--- config.mk ---
export PLATFORM = sky130hd
export DESIGN_NAME = mux_tdm_nto1
export DESIGN_NICKNAME = d
export VERILOG_FILES = /design/src/rtl/mux_pkg.sv /design/src/rtl/mux_slot_counter.sv /design/src/rtl/mux_tdm_nto1.sv
export SDC_FILE = /design/constraint.sdc
export NUM_CORES = 1
export LEC_CHECK = 0
export CELL_PAD_IN_SITES_DETAIL_PLACEMENT = 0
export CELL_PAD_IN_SITES_GLOBAL_PLACEMENT = 1
export CORE_UTILIZATION = 44
export CTS_BUF_LIST = sky130_fd_sc_hd__clkbuf_4 sky130_fd_sc_hd__clkbuf_8
export CTS_CLUSTER_DIAMETER = 50
export DETAILED_ROUTE_END_ITERATION = 10
export GPL_TIMING_DRIVEN = 0
export PLACE_DENSITY_LB_ADDON = 0.1
export SLEW_MARGIN = 20
export SYNTH_ARGS = -nofsm -noshare
export SYNTH_HDL_FRONTEND = slang
export SYNTH_SLANG_ARGS = --single-unit
--- constraint.sdc ---
create_clock -name clk_4f -period 3.5 [get_ports clk_4f]
set_input_delay 0.7 -clock clk_4f [delete_from_list [all_inputs] [get_ports clk_4f]]
set_output_delay 0.7 -clock clk_4f [all_outputs]
set_load 0.02 [all_outputs]
--- src/rtl/mux_pkg.sv ---
// Shared constants and helpers for the N:1 TDM multiplexer.
package mux_pkg;

    localparam int MUX_DATA_WIDTH = 8;
    localparam logic [MUX_DATA_WIDTH-1:0] MUX_IDLE_CHAR = 8'hBC;

    typedef logic [MUX_DATA_WIDTH-1:0] lane_word_t;

    // Keeps the lane index at least one bit wide.
    function automatic int lane_idx_w(input int n);
        return (n < 2) ? 1 : $clog2(n);
    endfunction

endpackage

--- src/rtl/mux_slot_counter.sv ---
// Free-running slot counter for the TDM multiplexer; wraps by natural modulo.
module mux_slot_counter
    import mux_pkg::*;
#(
    parameter  int NUM_LANES = 4,
    localparam int LW        = lane_idx_w(NUM_LANES)
) (
    input  logic          clk_4f,
    input  logic          reset,
    input  logic          enable,
    output logic [LW-1:0] slot,
    output logic          last_slot
);

    always_ff @(posedge clk_4f) begin
        if (reset) begin
            slot <= '0;
        end else if (enable) begin
            slot <= slot + LW'(1);
        end
    end

    assign last_slot = (slot == LW'(NUM_LANES - 1));

endmodule

--- src/rtl/mux_tdm_nto1.sv ---
// N:1 time-division multiplexer: captures all lanes once per frame, then emits one lane per clock.
// Build option: define MUX_IDLE_EN to fill invalid slots with IDLE_CHAR instead of zero.
module mux_tdm_nto1
    import mux_pkg::*;
#(
    parameter  int                    NUM_LANES  = 4,
    parameter  int                    DATA_WIDTH = MUX_DATA_WIDTH,
    parameter  logic [DATA_WIDTH-1:0] IDLE_CHAR  = DATA_WIDTH'(MUX_IDLE_CHAR),
    localparam int                    LW         = lane_idx_w(NUM_LANES)
) (
    input  logic                            clk_4f,
    input  logic                            reset,
    input  logic                            enable,
    input  logic [NUM_LANES*DATA_WIDTH-1:0] data_in,
    input  logic [NUM_LANES-1:0]            valid_in,
    output logic                            in_ready,
    output logic [DATA_WIDTH-1:0]           data_out,
    output logic                            valid_out,
    output logic [LW-1:0]                   lane_id,
    output logic                            frame_start
);

`ifdef MUX_IDLE_EN
    localparam bit IDLE_EN = 1'b1;
`else
    localparam bit IDLE_EN = 1'b0;
`endif

    localparam logic [DATA_WIDTH-1:0] FILL_WORD = IDLE_EN ? IDLE_CHAR : '0;

    logic [LW-1:0]         slot;
    logic                  last_slot;
    logic [DATA_WIDTH-1:0] hold [NUM_LANES];
    logic [NUM_LANES-1:0]  hold_valid;

    mux_slot_counter #(
        .NUM_LANES (NUM_LANES)
    ) u_slot_counter (
        .clk_4f    (clk_4f),
        .reset     (reset),
        .enable    (enable),
        .slot      (slot),
        .last_slot (last_slot)
    );

    assign in_ready = enable && last_slot && !reset;

    // The capture edge also emits the previous hold[N-1]; non-blocking order makes that work.
    always_ff @(posedge clk_4f) begin
        if (reset) begin
            for (int i = 0; i < NUM_LANES; i++) begin
                hold[i] <= '0;
            end
            hold_valid  <= '0;
            data_out    <= '0;
            valid_out   <= 1'b0;
            lane_id     <= '0;
            frame_start <= 1'b0;
        end else if (enable) begin
            data_out    <= hold_valid[slot] ? hold[slot] : FILL_WORD;
            valid_out   <= hold_valid[slot];
            lane_id     <= slot;
            frame_start <= (slot == '0);
            if (last_slot) begin
                for (int i = 0; i < NUM_LANES; i++) begin
                    hold[i] <= data_in[i*DATA_WIDTH +: DATA_WIDTH];
                end
                hold_valid <= valid_in;
            end
        end
    end

endmodule

* After elaboration in Yosys (flattened, before gate mapping) *
Memories as Yosys holds them, arrays and structs flattened. A register that Yosys moved wholly into a read port is not among the register bits.
Cells that the tools add are included.

cells by class
  $lt $le $gt $ge = 1
  reductions and logical operators = 5
  mux-type cells = 15
  equal/unequal tests = 1
  bitwise operators = 4
  add/subtract/negate cells = 1

operators with widths
  operator                                                     count
  2-to-1 mux 8 bit                                             5
  2-to-1 mux 1 bit                                             7
  2-to-1 mux 2 bit                                             2
  bitwise OR 1 bit                                             4
  less-than comparator 2 x 3 -> 1 bit (second input constant)  1
  adder 2 x 1 -> 2 bit (second input constant)                 1
  binary-select mux 1 bit (select 2 bit)                       1
  equality test 2 bit (second input constant)                  1
  logical AND 1 bit                                            2
  logical NOT 2 bit                                            1
  AND reduction 2 bit                                          1
  logical NOT 1 bit                                            1

storage, ports and cells
  bits of input ports = 39
  flip-flop bits (word level) = 18
  memory bits (writable) = 32
  memories = 1
  logic and storage cells = 34

memory list
  name  depth  width  read ports  clocked after memory_dff  write ports  line                source
  hold  4      8      1           1                         4            mux_tdm_nto1.sv:33  logic [DATA_WIDTH-1:0] hold [NUM_LANES];

* Logic depth before layout (Yosys ltp) *
Gate-level depths: netlist (run 1).

  depth after elaboration = 6
  gate-level depth with buffers = 5

* Modules after synthesis *
A second synthesis (run 1) with hierarchy kept.

unflattened totals
  cell total of the unflattened synthesis = 145
  area total of the unflattened synthesis = 2049.5 um^2

by module, submodules not included
  module            instances  area an instance (um^2)  cells each  seq. area each (um^2)
  mux_tdm_nto1      1          1970.6                   138         1281.2
  mux_slot_counter  1          78.8                     7           40.0

* Worst setup path before layout (run 1) *
Ideal clock, no wire load.

  path type = input-to-output
  from = input port reset
  to = output port in_ready
  buffers on the path = 2
  stages on the path = 3
  arrival = 1.328 ns
  data required time = 2.800 ns
  setup slack = 1.472 ns
  cell sequence = buf_2 > nor2_2 > buf_2

between the ends
  longest elaborated chain between the ends = 2

ends and longest elaborated chain
  element            line                source
  start, declared    mux_tdm_nto1.sv:12  input logic reset,
  logical NOT 1 bit  mux_tdm_nto1.sv:46  assign in_ready = enable && last_slot && !reset;
  logical AND 1 bit  mux_tdm_nto1.sv:46
  end, declared      mux_tdm_nto1.sv:16  output logic in_ready,

No other way between the ends.

* Worst setup path in the final report (run 1) *
  from = input port enable
  to = output port in_ready

between the ends
  longest elaborated chain between the ends = 2

ends and longest elaborated chain
  element                          line                source
  start, declared                  mux_tdm_nto1.sv:13  input logic enable,
  logical AND 1 bit (2 in series)  mux_tdm_nto1.sv:46

No other way between the ends.

==> metrics.md, run 1 <==
| Metric | Value |
|---|---|
| Outcome | finished, violations left |
| Failing checks | design-rule violations |
| # port buffers | 50 |
| Post-Syn Area | 2108 um^2 |
| Slew HR | 0.5677 |
| Final Skew | 0.006203 ns |
| Global-route wire length before repair | 6334 um |
| IO Count | 52 |
| Fin. Hold Viols | 0 |
| Syn_nets | 192 |
| Crit path max fanout | 10 |
| Total GRT Usage | 0.1669 |
| Hpwl dp | 2702 um |
| Crit path cell chain | clkdlybuf4s50_1 > nand2_1 > nor2_2 > buf_2 > clkdlybuf4s50_1 |
| Critical path type | primary input to primary output |
| Crit path max-delay family | buffers and inverters |
| RSZ-0062 raised after global routing | false |
| Yosys top cell by area | edfxtp_1 |
| # DRC | 2 |
| Row count | 24 |
| Full die area | 5072 um^2 |
| Die extent in x | 71.22 um |
| Nets | 249 |
| Gr ovfl total | 0 |
| Hold-fix buffers, CTS | 0 |
| Core ar. | 4474 um^2 |
| Drt pass-1 iters | 7 |
| Syn avg cell area | 13.96 um^2 |
| Worst min path class | flip-flop to flip-flop |
| Crit-path max cell delay | 0.64 ns |
| Crit path DAT | 2.62 ns |
| Sink Count | 52 |
| Setup_tns | 0 ns |
| Initial core utilization | 0.4712 |
| Peak Freq | 301.0 MHz |
| Pins over their slew limit | 0 |
| EDFF count, synth | 32 |
| DR iter-0 viols | 52 |
| Tmin final | 3.322 ns |
| Max capacitance violation total | 0 |
| H-tree Lvls | 2 |
| Clk buf depth | 2 |
| CP Buf/Inv Count | 3 |
| Clock latency on the worst-skew pair | 0.30 ns |
| DRT antenna net count | 0 |
| CP max-delay cell | clkdlybuf4s50_1 |
| Synth top area share | 0.4558 |
| Post-DR wirelength/cell | 14.29 um |
| Area growth syn-to-layout | 32.34% |
| Number of global-route vias before repair | 1353 |
| Initial antenna violation count | 0 |
| Pwr Density | 435.0 nW/um^2 |
| R2r setup slk | 1.74 ns |
| Synth top area cells | edfxtp_1 46%, dfxtp_1 19%, mux4_2 9.6% |
| Worst-Margin Slew | 0.6476 ns |
| Avg Vias per Cell | 5.096 |
| Most frequent CP cell | clkdlybuf4s50_1 |
| DR vias | 1330 |
| Post-CTS setup buffer count | 0 |
| Sequential area share after synthesis | 0.6457 |
| CTS resizes | 0 |
| Routed WL | 3729 um |
| CP endpoint kind | primary output |
| Share of cells above drive strength 1 | 0.1100 |
| Min Hold Slack | 0.4728 ns |
| Static leakage | 0.001020 uW |
| Synth Warn # | 0 |
| Largest net degree at the start of global routing | 33 |
| Fillers | 363 |
| Clock buffer count from CTS | 5 |
| WP data required | 2.80 ns |
| RePlAce Congestion | 0.7146 |
| Asr flop ratio synth | 0 |
| Root Driver | clkbuf_8 |
| Util after Layout | 0.6236 |
| Final setup fails | 0 |
| Worst Setup Start Kind | primary input |
| Ys flop type | edfxtp_1 |
| Die H | 71.22 um |
| Clock transition at the registers of the reported paths | 0.09 ns |
| CTS tree | built |
| Fin crit share | 0.9491 |
| Library cells used by synthesis | 19 |
| Cell count after synthesis | 151 |
| Yosys reg bits | 52 |
| Peak supply drop | 0.2737 mV |
| ANT cells | 0 |
per-layer routing:
layer	wire (um)	track usage	vias up	part of all wire
met5	0	0	-	0
met3	205	0.04641	6	0.055
met1	1676	0.2128	630	0.45
met4	51	0.05333	0	0.014
met2	1795	0.2783	45	0.48
li1	-	-	649	-
cell usage in the layout (no fill, tap or decap), types with 2 or more instances in the layout:
master,synthesis,final
edfxtp_1,32,32
and2_1,32,32
nand2b_1,8,8
nor2_1,7,7
nand3_1,8,8
buf_2,4,4
a22o_1,4,4
a21oi_1,9,9
mux4_2,9,9
clkbuf_1,3,3
clkbuf_8,0,6
clkdlybuf4s50_1,0,50
inv_1,3,2
mux2i_1,5,5
ha_1,2,2
dfxtp_1,20,20
registers in the layout, summed over array words and instances (netlist names), named ones only:
register and count:
hold_valid 4, hold 32, frame_start 1, lane_id 2, data_out 8, u_slot_counter.slot 2
valid_out 1
area by class of cell:
class / instances / area [um^2] / area share
Tap cell: 52 / 65.06 / 0.02332
Inverter: 3 / 11.26 / 0.004036
Buffer: 9 / 42.54 / 0.01525
Sequential cell: 52 / 1361 / 0.4879
Timing Repair Buffer: 50 / 500.5 / 0.1794
Clock buffer: 6 / 82.58 / 0.02960
Clock inverter: 2 / 33.78 / 0.01211
Multi-Input combinational cell: 87 / 693.2 / 0.2484
synthesized netlist by cell type (2+ instances only):
cell and count:
mux2i_1 5, a22o_1 4, nand3_1 8, nand2b_1 8, clkbuf_1 3, nor2_1 7
dfxtp_1 20, edfxtp_1 32, and2_1 32, mux4_2 9, inv_1 3, ha_1 2
a21oi_1 9, buf_2 4
cell families (layout without fill, tap and decap cells):
family | count (synthesis) | in the layout | synth area share
AO/OA/AOI/OAI | 13 | 13 | 0.03798
XOR/XNOR | 1 | 1 | 0.004155
adder cells (fa/ha/maj) | 2 | 2 | 0.01187
buffers and inverters | 12 | 70 | 0.02552
flip-flops | 52 | 52 | 0.6457
multiplexers | 14 | 14 | 0.1199
AND/OR/NAND/NOR | 57 | 57 | 0.1549
final timing paths:
check                          from           to  depth (start not counted)
max                          enable     in_ready                          5
min                     data_out[2]  data_out[2]                          2
max reg2reg  u_slot_counter.slot[0]   hold[0][0]                          5
min reg2reg             data_out[2]  data_out[2]                          2
per-stage QoR:
step,worst slack [ns],cells,power (uW),area [um^2]
floorplan,1.472,151,753.2,2108
global placement,0.1366,253,811.9,2674
detailed placement,0.1331,253,815.7,2674
CTS,0.1267,261,1229,2790
global route,0.03157,261,1261,2790
finish,0.1783,261,1214,2790
report_power, final:
group | switching [uW] | internal (uW)
logic | 45.6 | 72.6
clock network | 185 | 230
registers | 8.95 | 671
total | 240 | 974
worst min-delay path: stages, from the launching register on:
cell      delay (ns)
dfxtp_1         0.32
nand2b_1        0.06
a21oi_1         0.05
No activity file was read; power rests on OpenSTA's default activity.
==> run 2, diff against run 1 <==
--- a/config.mk
+++ b/config.mk
@@ -11,9 +11,7 @@
 export CTS_BUF_LIST = sky130_fd_sc_hd__clkbuf_4 sky130_fd_sc_hd__clkbuf_8
 export CTS_CLUSTER_DIAMETER = 50
 export DETAILED_ROUTE_END_ITERATION = 10
-export GPL_TIMING_DRIVEN = 0
 export PLACE_DENSITY_LB_ADDON = 0.1
-export SLEW_MARGIN = 20
 export SYNTH_ARGS = -nofsm -noshare
 export SYNTH_HDL_FRONTEND = slang
 export SYNTH_SLANG_ARGS = --single-unit
==> metrics.md, run 2 (synthesis results as in run 1) <==
| Metric | Value |
|---|---|
| Outcome | finished, violations left |
| Failing checks | design-rule violations |
| WP data required | 2.80 ns (about the same) |
| # DRC | 2 (unchanged) |
| Max capacitance violation total | 0 (unchanged) |
| Initial core utilization | 0.4712 (unchanged) |
| Net Sw Power | 234.0 uW (-2.3%) |
| Row count | 24 (unchanged) |
| Commonest non-fill, non-tap cell in the layout | clkdlybuf4s50_1 |
| Worst min path class | flip-flop to flip-flop |
| Switching share of power | 0.2066 (+0.009132) |
| Tmin final | 2.758 ns (-0.5633 ns) |
| RSZ-0062 raised after global routing | false |
| Die extent in x | 71.22 um (unchanged) |
| ANT cells | 0 (unchanged) |
| Slew HR | 0.6319 (+0.06427) |
| CP max-delay cell | clkdlybuf4s50_1 |
| Static leakage | 0.001005 uW (-1.4%) |
| Crit path max fanout | 2 (-8) |
| Met3 Track Usage GR | 0.04219 (-0.004219) |
| Share of cells above drive strength 1 | 0.1024 (-0.007609) |
| H-tree Lvls | 2 (unchanged) |
| Routed WL | 3658 um (-1.9%) |
| Design area | 2759 um^2 (-1.1%) |
| Pins over their slew limit | 0 (unchanged) |
| Most frequent cells in the layout | 51 x clkdlybuf4s50_1, 32 x and2_1, 32 x edfxtp_1 |
| Final setup fails | 0 (unchanged) |
| Top reg by flops | hold |
| Initial antenna violation count | 0 (unchanged) |
| Avg Vias per Cell | 5.144 (+0.95%) |
| IO Count | 52 (unchanged) |
| Clock transition at the registers of the reported paths | 0.08 ns (about the same) |
| Crit-path max cell delay | 0.63 ns (about the same) |
| Total GRT Usage | 0.1558 (-0.01116) |
| Area growth syn-to-layout | 30.86% |
| Crit path cell chain | clkdlybuf4s50_1 > nand2_1 > nor2_2 > clkdlybuf4s50_1 |
| CP endpoint kind | primary output |
| Global-route wire length before repair | 5823 um (-8.1%) |
| Reg-to-reg critical path startpoint | u_slot_counter.slot[0] |
| Drt pass-1 iters | 7 (unchanged) |
| Largest registers | hold x32, data_out x8, hold_valid x4 |
| Clock share of power | 0.295 (-0.047) |
| Clk buf depth | 2 (unchanged) |
| Largest net degree at the start of global routing | 37 (+12%) |
| Placed Instances | 249 (-1.6%) |
| Int Power | 898.9 uW (-7.7%) |
| # port buffers | 51 (+2.0%) |
| Clock buffer count from CTS | 5 (unchanged) |
| Worst-Margin Slew | 0.5513 ns (-0.09622 ns) |
| DRT antenna net count | 0 (unchanged) |
| Power Total | 1133 uW (-6.7%) |
| Fin. Hold Viols | 0 (unchanged) |
| Logic pwr share | 0.097 (about the same) |
| Reg power frac | 0.608 (+0.048) |
| DR iter-0 viols | 53 (+1.9%) |
| Full die area | 5072 um^2 (unchanged) |
| Finished Layout Cells | 257 (-1.5%) |
| Fillers | 357 (-1.7%) |
| Root Driver | clkbuf_8 |
| Post-DR wirelength/cell | 14.23 um (-0.38%) |
| RePlAce Congestion | 0.7210 (+0.90%) |
| Final Skew | 0.003840 ns (-0.002364 ns) |
| Gr ovfl total | 0 (unchanged) |
| Fin crit share | 0.7881 (-0.1609) |
| Critical path type | primary input to primary output |
| Nets | 245 (-1.6%) |
| Peak supply drop | 0.2389 mV (-13%) |
| Die H | 71.22 um (unchanged) |
| Pwr Density | 410.6 nW/um^2 (-5.6%) |
| Placement Cell Area | 2671 um^2 (about the same) |
| Busiest grt layer | met2 |
| Most frequent CP cell | clkdlybuf4s50_1 |
| Setup_tns | 0 ns (unchanged) |
| Peak Freq | 362.5 MHz (+20%) |
| Worst Setup Start Kind | primary input |
| Hold-fix buffers, CTS | 0 (unchanged) |
| Sink Count | 52 (unchanged) |
| Max reg flops | 32 (unchanged) |
| Crit path DAT | 2.06 ns (-0.56 ns) |
| GR Layer Usage met1 | 0.1981 (-0.01469) |
| Post-CTS setup buffer count | 0 (unchanged) |
| Number of global-route vias before repair | 1248 (-7.8%) |
| CTS tree | built |
| Core ar. | 4474 um^2 (unchanged) |
| Met2 GRT Util | 0.2529 (-0.02540) |
| DR vias | 1322 (-0.60%) |
| Critical Path Source | enable |
| Clock latency on the worst-skew pair | 0.30 ns (about the same) |
| Hold path start | data_out[7] |
| CTS resizes | 0 (unchanged) |
| Hpwl dp | 2515 um (-6.9%) |
## run 2: final cells by class
type | count | area, um^2 | share of cell area
tap | 52 | 65.06 | 0.02358
timing repair buffer | 55 | 540.5 | 0.1959
sequential | 52 | 1361 | 0.4934
inverter | 3 | 11.26 | 0.004082
multi-input combinational | 87 | 693.2 | 0.2512
clock buffer | 7 | 83.83 | 0.03039
clock inverter | 1 | 3.754 | 0.001361
## run 2: worst max-delay path: cells and delay by family
family        cells  cell delay, ns
buf+inv           2            1.12
simple gates      2            0.23
## run 2: path summary, 6_finish.rpt
check | to | slack, ns | depth (start not counted)
max | in_ready | 0.74 | 4
min | data_out[7] | 0.47 | 2
max reg2reg | hold[0][1] | 1.89 | 4
min reg2reg | data_out[7] | 0.47 | 2
## run 2: through the flow
step	setup slack, ns	hold slack, ns	utilization
global placement	0.7472	0.4539	0.5970
finish	0.7415	0.4730	0.6166
CTS	0.7232	0.4781	0.6166
floorplan	1.472	0.4371	-
global route	0.7008	0.4954	0.6166
detailed placement	0.7396	0.4647	0.5970
## run 2: power groups by stage
stage / combinational, uW / clock, uW / sequential, uW
after floorplan: 57.9 / 0 / 695
after global placement: 107 / 0 / 703
after detailed placement: 110 / 0 / 704
after CTS: 110 / 344 / 690
after global routing: 118 / 365 / 693
final: 110 / 335 / 689
## run 2: layer usage
metal,vias to the layer above,part of all wire
li1,637,-
met1,639,0.44
met2,41,0.50
met3,5,0.049
met4,0,0.012
met5,-,0
